`config.mk`:
```
export PLATFORM = sky130hd
export DESIGN_NAME = ov7670_reg_sequencer
export DESIGN_NICKNAME = d
export VERILOG_FILES = /design/src/rtl/ov7670_reg_sequencer.sv
export SDC_FILE = /design/constraint.sdc
export NUM_CORES = 1
export LEC_CHECK = 0
export ABC_AREA = 1
export ABC_CLOCK_PERIOD_IN_PS = 11800
export BUFFER_PORTS_ARGS = -buffer_cell sky130_fd_sc_hd__buf_4
export CORE_MARGIN = 3
export CORE_UTILIZATION = 40
export CTS_BUF_LIST = sky130_fd_sc_hd__clkbuf_8
export DETAILED_ROUTE_END_ITERATION = 7
export GPL_TIMING_DRIVEN = 0
export HOLD_SLACK_MARGIN = 0.1
export PLACE_DENSITY = 0.68
export SYNTH_ARGS = -nofsm -noshare
export SYNTH_HDL_FRONTEND = slang
export SYNTH_SLANG_ARGS = --single-unit
```
`constraint.sdc`:
```
create_clock -name clk -period 11.8 [get_ports clk]
set_input_delay 2.36 -clock clk [delete_from_list [all_inputs] [get_ports clk]]
set_output_delay 2.36 -clock clk [all_outputs]
set_load 0.005 [all_outputs]
```
`src/rtl/ov7670_reg_sequencer.sv`:
```
// OV7670 power-up and register-table sequencer: walks a registered ROM and
// issues one SCCB write per entry, honouring delay/end markers and retrying NACKs.
module ov7670_reg_sequencer #(
  parameter int PWDN_CYCLES  = 1000,
  parameter int PWRUP_CYCLES = 100000,
  parameter int DELAY_UNIT   = 10000,
  parameter int ADDR_W       = 8,
  parameter int MAX_RETRY    = 3
) (
  input  logic              clk,
  input  logic              reset,
  input  logic              start,
  output logic [ADDR_W-1:0] rom_addr,
  input  logic [15:0]       rom_data,
  output logic              sccb_req,
  output logic [7:0]        sccb_addr,
  output logic [7:0]        sccb_data,
  input  logic              sccb_ack,
  input  logic              sccb_nack,
  output logic              pwdn,
  output logic              busy,
  output logic              done,
  output logic              error,
  output logic [ADDR_W-1:0] err_index
);

  localparam int DLY_W   = 8 + $clog2(DELAY_UNIT);
  localparam int PWR_W   = $clog2(PWDN_CYCLES + PWRUP_CYCLES + 1);
  localparam int CNT_W   = (DLY_W > PWR_W) ? DLY_W : PWR_W;
  localparam int RETRY_W = (MAX_RETRY > 0) ? $clog2(MAX_RETRY + 1) : 1;

  // The start cycle itself is the first cycle of the power-down pulse.
  localparam logic [CNT_W-1:0] PWDN_LOAD  = CNT_W'((PWDN_CYCLES >= 2) ? PWDN_CYCLES - 2 : 0);
  localparam logic [CNT_W-1:0] PWRUP_LOAD = CNT_W'((PWRUP_CYCLES >= 1) ? PWRUP_CYCLES - 1 : 0);
  localparam logic [CNT_W-1:0] DU_C       = CNT_W'(DELAY_UNIT);
  localparam logic [RETRY_W-1:0] RETRY_MAX = RETRY_W'(MAX_RETRY);
  localparam logic [ADDR_W-1:0]  LAST_ADDR = {ADDR_W{1'b1}};

  typedef enum logic [3:0] {
    S_IDLE, S_PWDN, S_PWRUP, S_FETCH, S_DECODE, S_ISSUE,
    S_GAP, S_DELAY, S_NEXT, S_DONE, S_ERROR
  } state_t;

  state_t              state_q, state_d;
  logic [CNT_W-1:0]    cnt_q, cnt_d;
  logic [ADDR_W-1:0]   rom_addr_q, rom_addr_d;
  logic [RETRY_W-1:0]  retry_q, retry_d;
  logic                req_q, req_d;
  logic [7:0]          addr_q, addr_d;
  logic [7:0]          data_q, data_d;
  logic                pwdn_q, pwdn_d;
  logic                busy_q, busy_d;
  logic                done_q, done_d;
  logic                error_q, error_d;
  logic [ADDR_W-1:0]   err_index_q, err_index_d;
  logic [CNT_W-1:0]    dly_cycles;

  assign dly_cycles = CNT_W'(rom_data[7:0]) * DU_C;

  always_comb begin
    // NOTE: every signal gets its hold value first so no path through the case infers a latch.
    state_d     = state_q;
    cnt_d       = cnt_q;
    rom_addr_d  = rom_addr_q;
    retry_d     = retry_q;
    req_d       = req_q;
    addr_d      = addr_q;
    data_d      = data_q;
    pwdn_d      = pwdn_q;
    busy_d      = busy_q;
    done_d      = done_q;
    error_d     = error_q;
    err_index_d = err_index_q;

    case (state_q)
      S_IDLE: begin
        if (start) begin
          done_d      = 1'b0;
          error_d     = 1'b0;
          err_index_d = '0;
          busy_d      = 1'b1;
          pwdn_d      = 1'b1;
          cnt_d       = PWDN_LOAD;
          state_d     = S_PWDN;
        end
      end
      S_PWDN: begin
        if (cnt_q == '0) begin
          pwdn_d  = 1'b0;
          cnt_d   = PWRUP_LOAD;
          state_d = S_PWRUP;
        end else begin
          cnt_d = cnt_q - 1'b1;
        end
      end
      S_PWRUP: begin
        if (cnt_q == '0) begin
          rom_addr_d = '0;
          state_d    = S_FETCH;
        end else begin
          cnt_d = cnt_q - 1'b1;
        end
      end
      S_FETCH: state_d = S_DECODE;
      S_DECODE: begin
        if (rom_data == 16'hFEFF) begin
          state_d = S_DONE;
        end else if (rom_data[15:8] == 8'hFF) begin
          // A zero-length delay skips the DELAY state entirely.
          if (rom_data[7:0] == 8'h00) begin
            state_d = S_NEXT;
          end else begin
            cnt_d   = dly_cycles - 1'b1;
            state_d = S_DELAY;
          end
        end else begin
          addr_d  = rom_data[15:8];
          data_d  = rom_data[7:0];
          retry_d = '0;
          req_d   = 1'b1;
          state_d = S_ISSUE;
        end
      end
      S_ISSUE: begin
        if (sccb_ack) begin
          req_d   = 1'b0;
          state_d = S_NEXT;
        end else if (sccb_nack) begin
          req_d = 1'b0;
          if (retry_q == RETRY_MAX) begin
            state_d = S_ERROR;
          end else begin
            retry_d = retry_q + 1'b1;
            state_d = S_GAP;
          end
        end
      end
      S_GAP: begin
        req_d   = 1'b1;
        state_d = S_ISSUE;
      end
      S_DELAY: begin
        if (cnt_q == '0) begin
          state_d = S_NEXT;
        end else begin
          cnt_d = cnt_q - 1'b1;
        end
      end
      S_NEXT: begin
        if (rom_addr_q == LAST_ADDR) begin
          state_d = S_DONE;
        end else begin
          rom_addr_d = rom_addr_q + 1'b1;
          state_d    = S_FETCH;
        end
      end
      S_DONE: begin
        done_d  = 1'b1;
        busy_d  = 1'b0;
        state_d = S_IDLE;
      end
      S_ERROR: begin
        error_d     = 1'b1;
        busy_d      = 1'b0;
        err_index_d = rom_addr_q;
        state_d     = S_IDLE;
      end
      default: state_d = S_IDLE;
    endcase
  end

  // NOTE: state updates use non-blocking assignments so every flop samples pre-edge values.
  always_ff @(posedge clk) begin
    if (reset) begin
      state_q     <= S_IDLE;
      cnt_q       <= '0;
      rom_addr_q  <= '0;
      retry_q     <= '0;
      req_q       <= 1'b0;
      addr_q      <= '0;
      data_q      <= '0;
      pwdn_q      <= 1'b1;
      busy_q      <= 1'b0;
      done_q      <= 1'b0;
      error_q     <= 1'b0;
      err_index_q <= '0;
    end else begin
      state_q     <= state_d;
      cnt_q       <= cnt_d;
      rom_addr_q  <= rom_addr_d;
      retry_q     <= retry_d;
      req_q       <= req_d;
      addr_q      <= addr_d;
      data_q      <= data_d;
      pwdn_q      <= pwdn_d;
      busy_q      <= busy_d;
      done_q      <= done_d;
      error_q     <= error_d;
      err_index_q <= err_index_d;
    end
  end

  assign rom_addr  = rom_addr_q;
  assign sccb_req  = req_q;
  assign sccb_addr = addr_q;
  assign sccb_data = data_q;
  assign pwdn      = pwdn_q;
  assign busy      = busy_q;
  assign done      = done_q;
  assign error     = error_q;
  assign err_index = err_index_q;

endmodule
```
After elaboration in Yosys (flattened, before gate mapping) --
Cells that the tools add are included.
Word-level totals: word-level logic and storage cells 112, register bits after elaboration 65, output and inout bits 37
Operators by class: multiplexer cells 42, $mul 1, reduce and logical (&&, ||, !) cells 23, add/subtract/negate cells 4, bitwise gates (word level) 2, equal/unequal tests 28
Operators with widths (number):
- $mux W22 | 6
- $pmux W22 S4 | 1
- $mux W4 | 11
- $sub A22 B1 Y22 const B | 2
- $pmux W4 S9 | 1
- $pmux W8 S2 | 2
- $ne A2 B2 Y1 const B | 13
- $mux W8 | 3
- $logic_not A22 Y1 | 1
- $mul A8 B10 Y18 const B | 1
- $eq A16 B16 Y1 const B | 1
- $eq A4 B3 Y1 const B | 4
- $eq A8 B8 Y1 const B | 2
- $eq A4 B4 Y1 const B | 3
- $reduce_and A6 Y1 | 2
- $reduce_bool A2 Y1 | 6
- $mux W2 | 5
- $reduce_and A3 Y1 | 3
- $add A8 B1 Y8 const B | 1
- $eq A4 B2 Y1 const B | 2
- $logic_not A8 Y1 | 1
- $pmux W1 S2 | 4
- $mux W1 | 7
- $reduce_and A2 Y1 | 3
- other kinds (13) | 15

Longest topological paths before layout --
depth in word-level cells 6, depth in mapped cells 25

Worst setup path before layout --
No wires, ideal clock.
kind in2reg, from in rom_data[5], to reg cnt_q[21], arrival time 5.673 ns, required time 11.730 ns, path buffers 0, slack 6.057 ns, stages 20, cell sequence fa_1 fa_1 ha_1 inv_1 fa_1 inv_1 ha_1 nand2_1 inv_1 a21oi_1 nand3b_1 nand2_1 nand2_1 nor2_1 nand2_1 nand2_1 nand3_1 nand2_1 nand2_1 a21oi_1
Between the ends: longest elaborated chain between the ends 6, elaborated cells between the ends (all ways) 11
Ends and longest elaborated chain:
- from (decl) | line 14 | input logic [15:0] rom_data,
- $mul A8 B10 Y18 | line 58 | assign dly_cycles = CNT_W'(rom_data[7:0]) * DU_C;
- $sub A22 B1 Y22 | line 113 | cnt_d = dly_cycles - 1'b1;
- $mux W22 | line 110 | if (rom_data[7:0] == 8'h00) begin
- $mux W22 | line 108 | end else if (rom_data[15:8] == 8'hFF) begin
- $mux W22 | line 106 | if (rom_data == 16'hFEFF) begin
- $pmux W22 S4 | line 75 | case (state_q)
- to (signal assigned) | line 189 | cnt_q <= cnt_d;
- to (decl) | line 45 | logic [CNT_W-1:0] cnt_q, cnt_d;
Several ways; a longest one is shown, not always the timed one. The select of a mux whose other input is x is not followed. A chain may end at the register's enable or synchronous reset.

Worst setup path in the final report --
from in rom_data[2], to reg cnt_q[17]
Same word-level chain as after synthesis.

==> metrics.yaml <==
sta:
  setup_ws_ns: 5.867
  fin_crit_sh: 0.5028
  fin_tns_setup_ns: 0
  min_period_ns: 5.933
  clock_skew_ns: 0.007304
  relSlewSlack: 0.6033
  fmax_mhz: 168.5
  finalSetupViolCount: 0
  tightest_slew_ns: 0.5951
  hold_viol: 0
  slew_viol_final: 0
  rsz0062_at_grt: "no"
critical_path:
  end_kind: "flop"
  critPathSlowestCell: "fa_1"
  arrival_ns: 6.14
  cpPeakStageDelay_ns: 0.55
  required_ns: 12.01
  worstPathCellList: "buf_4 > inv_1 > ha_1 > ha_1 > fa_1 > fa_1 > fa_1 > xnor2_1 > nand3_1 > nor2_1 > nand3_1 > or2_2 > nand3_1 > o21ai_0 > nand2_1 > a21oi_1"
  cp-start-kind: "input pin"
  worst-setup-path-type: "input pin to flop"
  cp_max_fo: 8
route:
  finalWirelength_um: 12740
  viasPerCell: 4.974
  firstDrtPassIters: 5
  drc: 0
  ant_nets: 0
  routed-via-count: 4909
  drt_iter0_drc: 269
  wl_per_cell_um: 12.91
clocking:
  clockBufferDepth: 2
  htreeDepth: 3
  clk_pin_slew_ns: 0.07
  cts.sinks: 65
  clk-insertion-delay-late_ns: 0.34
  clock-root-buffer: "clkbuf_8"
  cts_tree: "done"
  ctsResizeCount: 0
  postCtsHoldBufs: 0
  cts_made_buffers: 9
  post-cts-setup-buffer-count: 0
global_route:
  met2_usage: 0.2965
  antenna_found_initial: 0
  grt_pass1_vias: 4637
  use_met3: 0.03349
  overflow: 0
  grt_start_max_net_pins: 13
  grt_usage: 0.1878
  grt_first_pass_wirelength_um: 22160
  grt.busiest_layer: "met2"
  use_met1: 0.2663
placed_design:
  post-dp-hpwl_um: 10100
  gp_congestion: 0.9049
  dpl_worst_slack_ns: 5.509
  place_area_um2: 5670
  port_buffers: 56
synth:
  ys_seq_area_frac: 0.2582
  yosys_register_bits: 65
  synthTopCellsByCount: "nand2_1, inv_1, nor2_1"
  async_flop_share: 0
  synth_area_leaders: "dfxtp_1, ha_1, nand2_1, inv_1, nor2_1"
  yosysTopAreaCell: "dfxtp_1"
  syn_nets: 825
  synth_edf_count: 0
  synth_ff_type: "dfxtp_1"
  synth_top_area_share: 0.2582
  syn_area_per_cell_um2: 6.747
  syn_area_um2: 5040
  synthDistinctLibCells: 48
  synth_cells: 747
  yosysWarnings: 0
  yosysMostFrequentCell: "nand2_1"
layout:
  stdcell_area_um2: 5874
  multi_input_area_um2: 3263
  syn_to_final_growth_pct: 16.56
  drive_gt1_frac: 0.1282
  seq_area_um2: 1301
  diodes: 0
  final_nets: 892
  nFillCells: 1273
floorplanning:
  core-area_um2: 12160
  start_util: 0.4144
  rows: 40
  dieArea_um2: 13980
  die_height_um: 118.2
  die_w_um: 118.2
  io_pins: 58
min_path:
  hold_class: "flop to flop"
status:
  status: "finished, final reports clean"
pwr:
  power.density_nw_per_um2: 174.5
  ir_drop_uv: 86.74
  leakage_uw: 0.002791
job:
  max_cap_viol_count: 0
-- flip-flops by register name (all words and copies together) (netlist names) --
name       cells
busy           1
done           1
state_q        4
pwdn           1
sccb_addr      8
err_index      8
error          1
rom_addr       8
sccb_req       1
retry_q        2
cnt_q         22
sccb_data      8
-- path summary, 6_finish.rpt --
check                               start  depth (start not counted)  slack, ns                endpoint
setup / recovery              rom_data[2]                         16       5.87  cnt_q[17]$_SDFFE_PP0P_
hold reg to reg    cnt_q[19]$_SDFFE_PP0P_                          2       0.47  cnt_q[19]$_SDFFE_PP0P_
setup reg to reg  state_q[0]$_SDFFE_PP0P_                         13       9.53   cnt_q[5]$_SDFFE_PP0P_
hold / removal     cnt_q[19]$_SDFFE_PP0P_                          2       0.47  cnt_q[19]$_SDFFE_PP0P_
-- through the flow --
step,utilization,instances,power (uW),hold WS (ns)
floorplan,-,747,699.1,0.4435
CTS,0.4830,987,1028,0.4755
global placement,0.4663,971,826.6,0.4603
global route,0.4830,987,1128,0.5041
finish,0.4830,987,1025,0.4737
detailed placement,0.4663,971,829.3,0.4644
-- metal layers --
| layer | share of wire | vias up |
|---|---|---|
| met5 | 0 | - |
| met4 | 0.0097 | 0 |
| met3 | 0.038 | 11 |
| met2 | 0.45 | 86 |
| met1 | 0.50 | 2213 |
| li1 | - | 2599 |
-- final cells by class --
cell class | count | area share
clock buffer | 10 | 0.02343
buffer | 17 | 0.01576
timing repair buffer | 56 | 0.07157
clock inverter | 6 | 0.01129
multi-input combinational | 563 | 0.5555
tap | 168 | 0.03578
sequential | 65 | 0.2215
inverter | 102 | 0.06518
-- logic make-up (layout without fill, tap and decap cells) --
group           Yosys count  in the layout  synth area share
flops                    65             65            0.2582
compound gates          130            130            0.1405
fa+ha+maj                57             57            0.1594
buf+inv                 119            191           0.09434
simple gates            356            356            0.3128
xor+xnor                 20             20           0.03476
-- cell usage in the layout, fill, tap and decap left out, types with 14 or more instances in the layout --
cell type,netlist,routed
a21oi_1,57,57
nand3_1,54,54
inv_1,97,97
nor2_1,91,91
nand4_1,19,19
buf_4,1,57
o21ai_0,49,49
dfxtp_1,65,65
nand2_1,149,149
xor2_1,14,14
ha_1,45,45
nor3_1,14,14
-- power by group --
| group | internal [uW] | switching (uW) |
|---|---|---|
| Sequential | 247 | 28.2 |
| Clock | 104 | 90.9 |
| Combinational | 200 | 356 |
-- worst max-delay path: cells and delay by family --
| kind | cells | cell delay, ns |
|---|---|---|
| xor gates and xnor gates | 1 | 0.31 |
| buffers and inverters | 2 | 0.23 |
| adders and majority gates | 5 | 2.18 |
| and+or+nand+nor | 6 | 0.93 |
| AOI/OAI and AO/OA | 2 | 0.14 |
No activity file was read; power rests on OpenSTA's default activity.
